<file path="config.mk">
export PLATFORM = sky130hd
export DESIGN_NAME = mat_mul_mac
export DESIGN_NICKNAME = d
export VERILOG_FILES = /design/src/rtl/mat_mul_mac.sv
export SDC_FILE = /design/constraint.sdc
export NUM_CORES = 2
export LEC_CHECK = 0
export CORE_AREA = 2 2 339 341
export DETAILED_ROUTE_END_ITERATION = 8
export DIE_AREA = 0 0 341 343
export PLACE_DENSITY = 0.79
export SLEW_MARGIN = 20
export SYNTH_ARGS = -nofsm -noshare
export SYNTH_HDL_FRONTEND = slang
export SYNTH_SLANG_ARGS = --single-unit
</file>
<file path="constraint.sdc">
create_clock -name clk -period 15.8 [get_ports clk]
set_clock_uncertainty 0.2 [all_clocks]
set_input_delay 2.37 -clock clk [delete_from_list [all_inputs] [get_ports clk]]
set_output_delay 2.37 -clock clk [all_outputs]
set_load 0.02 [all_outputs]
</file>
<file path="src/rtl/mat_mul_mac.sv">
// mat_mul_mac: C = A*B (MxK by KxN) with LANES parallel MACs over K, start/done handshake.
// Optional MAT_MUL_MAC_SAT_EN: saturating write-back plus a sat_flag output.
//
// state  | meaning
// S_IDLE | waiting for start; operands latched on accept
// S_CALC | one k-pass per cycle, k fastest, then j, then i
// S_DONE | last element written; next edge pulses done and returns to idle
module mat_mul_mac #(
  parameter int width = 32,
  parameter int M     = 3,
  parameter int K     = 3,
  parameter int N     = 3,
  parameter int LANES = 1,
  parameter int OUT_W = 32
) (
  input  logic                   clk,
  input  logic                   rst,
  input  logic                   start,
  input  logic                   signed_mode,
  input  logic [M*K*width-1:0]   a,
  input  logic [K*N*width-1:0]   b,
  output logic [M*N*OUT_W-1:0]   c,
  output logic                   busy,
  output logic                   done
`ifdef MAT_MUL_MAC_SAT_EN
  ,
  output logic                   sat_flag
`endif
);

  localparam int P     = (K + LANES - 1) / LANES;
  localparam int ACC_W = 2*width + $clog2(K) + 1;
  localparam int KPW   = (P > 1) ? $clog2(P) : 1;
  localparam int IW    = (M > 1) ? $clog2(M) : 1;
  localparam int JW    = (N > 1) ? $clog2(N) : 1;

  typedef enum logic [1:0] {S_IDLE, S_CALC, S_DONE} state_t;

  state_t                   r_state, w_state_nx;
  logic [M*K*width-1:0]     r_a;
  logic [K*N*width-1:0]     r_b;
  logic                     r_sm;
  logic [KPW-1:0]           r_kp;
  logic [IW-1:0]            r_i;
  logic [JW-1:0]            r_j;
  logic signed [ACC_W-1:0]  r_acc;
  logic [M*N*OUT_W-1:0]     r_c;
  logic                     r_busy, r_done;

  logic                     w_accept, w_last_pass, w_last_i, w_last_j;
  logic signed [width:0]    w_ea, w_eb;
  logic signed [2*width+1:0] w_prod;
  logic signed [ACC_W-1:0]  w_sum;
  logic [OUT_W-1:0]         w_wb;

  assign w_last_pass = (r_kp == KPW'(P-1));
  assign w_last_i    = (r_i == IW'(M-1));
  assign w_last_j    = (r_j == JW'(N-1));

  always_ff @(posedge clk or negedge rst) begin
    if (!rst) r_state <= S_IDLE;
    else      r_state <= w_state_nx;
  end

  always_comb begin
    w_state_nx = r_state;
    w_accept   = 1'b0;
    case (r_state)
      S_IDLE: if (start) begin
        w_accept   = 1'b1;
        w_state_nx = S_CALC;
      end
      S_CALC: if (w_last_pass && w_last_j && w_last_i) w_state_nx = S_DONE;
      S_DONE: w_state_nx = S_IDLE;
      default: w_state_nx = S_IDLE;
    endcase
  end

  // Operands are widened by one bit so a single signed multiply serves both modes.
  always_comb begin
    w_sum  = r_acc;
    w_ea   = '0;
    w_eb   = '0;
    w_prod = '0;
    for (int l = 0; l < LANES; l++) begin
      w_ea = '0;
      w_eb = '0;
      for (int kk = 0; kk < K; kk++) begin
        if (kk == int'(r_kp)*LANES + l) begin
          for (int ii = 0; ii < M; ii++)
            if (ii == int'(r_i))
              w_ea = {r_sm & r_a[(ii*K+kk)*width+width-1], r_a[(ii*K+kk)*width +: width]};
          for (int jj = 0; jj < N; jj++)
            if (jj == int'(r_j))
              w_eb = {r_sm & r_b[(kk*N+jj)*width+width-1], r_b[(kk*N+jj)*width +: width]};
        end
      end
      w_prod = w_ea * w_eb;
      w_sum  = w_sum + ACC_W'(w_prod);
    end
  end

`ifdef MAT_MUL_MAC_SAT_EN
  localparam int SW = ACC_W + OUT_W + 1;
  localparam logic signed [SW-1:0] S_MAX = signed'((SW'(1) << (OUT_W-1)) - SW'(1));
  localparam logic signed [SW-1:0] S_MIN = signed'(SW'(0) - (SW'(1) << (OUT_W-1)));
  localparam logic signed [SW-1:0] U_MAX = signed'((SW'(1) << OUT_W) - SW'(1));

  logic signed [SW-1:0] w_sx;
  logic                 w_clip;
  logic                 r_sat;

  always_comb begin
    w_sx   = SW'(w_sum);
    w_clip = 1'b0;
    w_wb   = OUT_W'(w_sum);
    if (r_sm) begin
      if (w_sx > S_MAX) begin
        w_wb   = OUT_W'(S_MAX);
        w_clip = 1'b1;
      end else if (w_sx < S_MIN) begin
        w_wb   = OUT_W'(S_MIN);
        w_clip = 1'b1;
      end
    end else if (w_sx > U_MAX) begin
      w_wb   = '1;
      w_clip = 1'b1;
    end
  end

  always_ff @(posedge clk or negedge rst) begin
    if (!rst)                                         r_sat <= 1'b0;
    else if (w_accept)                                r_sat <= 1'b0;
    else if (r_state == S_CALC && w_last_pass && w_clip) r_sat <= 1'b1;
  end

  assign sat_flag = r_sat;
`else
  assign w_wb = OUT_W'(w_sum);
`endif

  always_ff @(posedge clk or negedge rst) begin
    if (!rst) begin
      r_a    <= '0;
      r_b    <= '0;
      r_sm   <= 1'b0;
      r_kp   <= '0;
      r_i    <= '0;
      r_j    <= '0;
      r_acc  <= '0;
      r_c    <= '0;
      r_busy <= 1'b0;
      r_done <= 1'b0;
    end else begin
      r_done <= (r_state == S_DONE);
      if (r_state == S_DONE) r_busy <= 1'b0;
      if (w_accept) begin
        r_a    <= a;
        r_b    <= b;
        r_sm   <= signed_mode;
        r_kp   <= '0;
        r_i    <= '0;
        r_j    <= '0;
        r_acc  <= '0;
        r_busy <= 1'b1;
      end else if (r_state == S_CALC) begin
        if (w_last_pass) begin
          for (int ii = 0; ii < M; ii++)
            for (int jj = 0; jj < N; jj++)
              if (ii == int'(r_i) && jj == int'(r_j))
                r_c[(ii*N+jj)*OUT_W +: OUT_W] <= w_wb;
          r_acc <= '0;
          r_kp  <= '0;
          if (w_last_j) begin
            r_j <= '0;
            r_i <= w_last_i ? '0 : r_i + IW'(1);
          end else begin
            r_j <= r_j + JW'(1);
          end
        end else begin
          r_acc <= w_sum;
          r_kp  <= r_kp + KPW'(1);
        end
      end
    end
  end

  assign c    = r_c;
  assign busy = r_busy;
  assign done = r_done;

endmodule
</file>
After elaboration in Yosys (flattened, before gate mapping)
Cells that the tools add are included.
{"block": "word_totals", "regBits": 942, "latchBits": 0, "word_cells": 133, "n_memories": 0, "input_bits": 580, "mem_bits_rw": 0, "romBits": 0}
{"block": "classes", "n_eq_ne": 13, "mux": 46, "div_mod_pow": 0, "n_bitwise": 19, "add_sub_neg": 4, "reduce_logical": 31, "shift": 0, "magnitude_cmp": 0, "multipliers": 1}
{"operator": "two-way mux 33 bit", "n": 24}
{"operator": "two-way mux 67 bit", "n": 3}
{"operator": "adder 67 x 66 -> 67 bit", "n": 1}
{"operator": "multiplier 33 x 33 -> 66 bit", "n": 1}
{"operator": "AND reduction 4 bit", "n": 9}
{"operator": "logical NOT 32 bit", "n": 1}
{"operator": "two-way mux 2 bit", "n": 14}
{"operator": "bitwise AND 1 bit", "n": 18}
{"operator": "== test 2 bit, first input constant", "n": 6}
{"operator": "logical AND 1 bit", "n": 11}
{"operator": "== test 2 bit, second input constant", "n": 4}
{"operator": "nonzero test 2 bit", "n": 4}
{"operator": "adder 2 x 1 -> 2 bit, second input constant", "n": 3}
{"operator": "logical NOT 2 bit", "n": 3}
{"operator": "two-way mux 1 bit", "n": 4}
{"operator": "inequality test 2 bit, second input constant", "n": 2}
{"operator": "one-hot mux 2 bit (2 select lines)", "n": 1}
{"operator": "AND reduction 2 bit", "n": 2}
{"operator": "AND reduction 3 bit", "n": 1}
{"operator": "== test 2 x 1 -> 1 bit, second input constant", "n": 1}
{"operator": "NOT 1 bit", "n": 1}

Depth between registers and ports, before layout
{"block": "depth", "word_depth": 18, "depth_mapped": 39}

Worst setup path before layout
OpenSTA, ideal clock, no wires.
{"block": "synth_path", "kind": "reg2reg", "start": "reg r_kp[0]", "end": "reg r_c[117] (netlist: c[117])", "path_stages_with_launch": 37, "setup_slack_ns": 6.688, "t_arrival_ns": 8.755, "path_buffers": 8, "required_ns": 15.443, "cell_sequence": "dfrtp_1 -> buf_4 -> nand2b_1 -> clkbuf_1 -> buf_2 -> buf_1 -> buf_1 -> o22a_1 -> clkbuf_1 -> nor2_1 -> fa_1 -> fa_1 -> inv_1 -> fa_1 -> fa_1 -> inv_1 -> ha_1 -> inv_1 -> fa_1 -> inv_1 -> fa_1 -> inv_1 -> fa_1 -> inv_1 -> ha_1 -> clkbuf_1 -> a21o_1 -> a21oi_1 -> o21bai_1 -> a221o_1 -> o21ai_0 -> a21boi_0 -> o21a_1 -> clkbuf_1 -> o21ai_0 -> nor3b_1 -> o31ai_1"}
{"block": "synth_via", "elab_chain_cells": 12}
{"element": "start, declared", "line": "43", "source": "logic [KPW-1:0] r_kp;"}
{"element": "start signal, assigned", "line": "182", "source": "r_kp <= r_kp + KPW'(1);"}
{"element": "logical NOT 32 bit", "line": "89", "source": "if (kk == int'(r_kp)*LANES + l) begin"}
{"element": "two-way mux 33 bit", "line": "89"}
{"element": "two-way mux 33 bit (on tied branches) (3 in a row)", "line": "91, 94"}
{"element": "two-way mux 33 bit", "line": "89"}
{"element": "two-way mux 33 bit (on tied branches) (3 in a row)", "line": "91, 94"}
{"element": "two-way mux 33 bit", "line": "89"}
{"element": "multiplier 33 x 33 -> 66 bit", "line": "98", "source": "w_prod = w_ea * w_eb;"}
{"element": "adder 67 x 66 -> 67 bit", "line": "99", "source": "w_sum = w_sum + ACC_W'(w_prod);"}
{"element": "end signal, assigned by index", "line": "171", "source": "r_c[(ii*N+jj)*OUT_W +: OUT_W] <= w_wb;"}
{"element": "end, declared", "line": "47", "source": "logic [M*N*OUT_W-1:0] r_c;"}
Several ways; a longest one is shown, not always the timed one.
A chain may end at the register's enable or synchronous reset.

Worst setup path after layout
Same ends and word-level chain as after synthesis.

==> key figures <==
Placed design
  • Placed standard-cell area: ~66000 sq um
  • Post-DP HPWL: between 100000 and 150000 um
  • Port Buf Inserts: 868
  • Final weighted congestion in routability-driven placement: 0.942

Timing
  • Peak Freq: between 80 and 90 MHz
  • Aggregate negative setup slack: 0 ns
  • Count of final setup violators: 0
  • Unrepaired setup endpoints after global routing: no
  • Hold violation total from the final report: 0
  • Max-slew headroom: 0.118
  • Shortest clock period the worst path allows after layout: 11.55 ns
  • Final period util: 0.731
  • Slew Viols, Final: 0
  • Transition time at the pin with the least slew margin: 1.32 ns

CTS
  • CTS max path bufs: 3
  • Hold buffers post-CTS: 0
  • Clock sink count: just over 900
  • TritonCTS buffer count: around 100
  • # H-tree levels: 3
  • Root Driver: sky130_fd_sc_hd__clkbuf_16
  • Clock latency at the later pin of the worst-skew pair: 0.74 ns
  • Clock tree from TritonCTS: built
  • Clock transition at the register clock pins on the worst setup and hold paths after CTS: ~0.06 ns
  • Count of cells resized by post-cts repair: 0
  • Post-CTS Setup Repair Bufs: 0

Synth
  • Fraction of synthesized cell area taken by the top area cell type: 0.407
  • Dominant register cell in the synthesized netlist: sky130_fd_sc_hd__dfrtp_1
  • Synthesized netlist net count: 5923
  • Synth Cell Area: 55600 sq um
  • Distinct cells, synth: 90
  • Count of state elements after synthesis: 906
  • Proportion of synthesized flip-flops having asynchronous set or reset: 1.00
  • Register area share after synthesis: 0.407
  • Cell accounting for the most synthesized area: sky130_fd_sc_hd__dfrtp_1
  • Most repeated cell in the gate-level netlist after synthesis: sky130_fd_sc_hd__dfrtp_1
  • Number of flops mapped to enable cells by yosys: 0
  • Cell count after synthesis: 4743
  • Post-synthesis area per instance: 11.7 sq um
  • Yosys warnings: 0
  • Most numerous cell types in the synthesized netlist: sky130_fd_sc_hd__dfrtp_1, sky130_fd_sc_hd__mux2_2, sky130_fd_sc_hd__inv_1
  • Top area cells in the synthesized netlist: sky130_fd_sc_hd__dfrtp_1, sky130_fd_sc_hd__fa_1, sky130_fd_sc_hd__mux2_2

Routing
  • Number of vias per cell after detailed routing: 5.71
  • Wire length per cell after detailed routing: about 26 um
  • Antenna violation net count after detailed routing: 0
  • Wirelength, routed: ~190000 um
  • Vias after detailed routing: 41.1k
  • First DRT Iteration DRCs: 3682
  • Drt pass-1 iters: 6
  • Drt drc: 0

Die
  • Die height: 343 um
  • Rows: 124
  • Core Box Area: 113000 sq um
  • Die X: roughly 340 um
  • Effective utilization at floorplan: 0.491
  • Area enclosed by the die boundary: 117000 sq um
  • Count of pins on the block boundary: between 800 and 900

Worst setup path
  • CP max-delay cell: sky130_fd_sc_hd__a221o_1
  • Category of the worst setup path capture point: register
  • Critical path arrival: 11.84 ns
  • Type of the worst setup path: register to register
  • Kind of start point of the critical path: register
  • Worst R2R Setup Slack: 4.25 ns
  • Slowest Stage Delay on Critical Path: 0.86 ns
  • Critical Path RT: roughly 16 ns
  • Top fanout value on the critical path: between 40 and 50

Global route
  • Total routing usage reported by global routing: 0.322
  • Largest net degree at the start of global routing: between 150 and 200
  • Wire length of the first global-routing pass: 278000 um
  • Number of global-route vias before repair: 43.2k
  • Number of antenna violations at the first check in global routing: slightly above 90
  • Overall overflow remaining after global route: 0

Hold path
  • Hold Crit Class: register to register

Finish
  • Growth of design area from synthesis to finish: 24.8%
  • Non-Filler Cell Area, Final: 69500 sq um
  • Fraction of final layout cells with drive strength greater than 1: 0.210
  • Total number of nets in the final design: 6697
  • Post-layout utilization of the core: 0.612

Run
  • Number of max-capacitance violations reported: 0

Status
  • Result of the run: finished clean
-- flip-flops by register name, summed over array words and instances, names as in the netlist --
register,flops
c,288
r_a,288
r_b,288
r_acc,32
r_i,2
r_j,2
r_kp,2
r_state,2
busy,1
done,1
-- critical path: cells and delay by family, from the launching register on --
| kind | cells | cell delay [ns] |
|---|---|---|
| AND/OR/NAND/NOR | 3 | 1.24 |
| buffers and inverters | 9 | 1.68 |
| multiplexers | 1 | 0.24 |
| adder cells (fa/ha/maj) | 9 | 4.09 |
| AO/OA/AOI/OAI | 11 | 3.22 |
| flip-flops | 1 | 0.60 |
-- metal layers --
layer | GRT usage | part of all wire | vias up
met5 | 0 | 0.00042 | -
met4 | 0.184 | 0.056 | 10
met3 | 0.0872 | 0.097 | 506
met2 | 0.507 | 0.47 | 2100
met1 | 0.402 | 0.38 | 21100
li1 | - | - | 17300
-- per-stage QoR --
stage	hold slack, ns	std cells	worst slack, ns
global route	0.298	7191	3.70
detailed placement	0.263	6927	4.51
global placement	0.261	6927	4.67
CTS	0.278	7112	4.40
finish	0.275	7201	4.25
floorplan	0.255	4743	6.69
-- layout make-up --
cell class / count / area [sq um]
fillers: 8759 / 44000
multi-input cells: 3015 / 29800
flip-flops and latches: 906 / 22700
repair buffers: 958 / 9430
clock buffers: 130 / 2740
inverters: 538 / 2020
well taps: 1512 / 1890
clock inverters: 55 / 684
diodes: 87 / 218
-- cell usage in the layout (no fill, tap or decap), drive strengths merged, types with 9 or more instances in the layout --
cell type	n
a21o	15
ha	161
and2	17
o31ai	34
diode	87
clkinv	35
dfrtp	906
nand2	410
a22oi	13
xor2	19
o22ai	15
nor3	12
a221o	25
a21oi	77
o21ai	179
a22o	22
xnor2	60
nand3	11
clkbuf	130
mux2i	68
o32ai	18
buf	91
nand2b	70
a32oi	10
nor2b	28
o2bb2ai	18
inv	542
mux4	17
fa	439
nor2	291
clkdlybuf4s50	867
bufinv	9
mux2	806
or2	35
a221oi	57
-- cells by family after synthesis --
group	count (synthesis)	share of synthesized area
compound gates	537	0.0688
simple gates	904	0.0705
mux	891	0.183
flops	906	0.407
xor+xnor	83	0.0147
fa+ha+maj	600	0.194
buf+inv	822	0.0612
-- worst paths after layout --
path / start / endpoint / depth (start not counted)
worst min register to register: c[149] / c[149] / 2
max in group asynchronous: rst / r_a[203] / 5
min in group asynchronous: rst / c[123] / 1
worst min-delay path: c[149] / c[149] / 2
worst max register to register: r_kp[0] / c[117] / 33
worst max-delay path: r_kp[0] / c[117] / 33
Power is left out: the tool's default activity adds up to more than one toggle a clock period on the data nets, which glitch-free logic cannot reach.
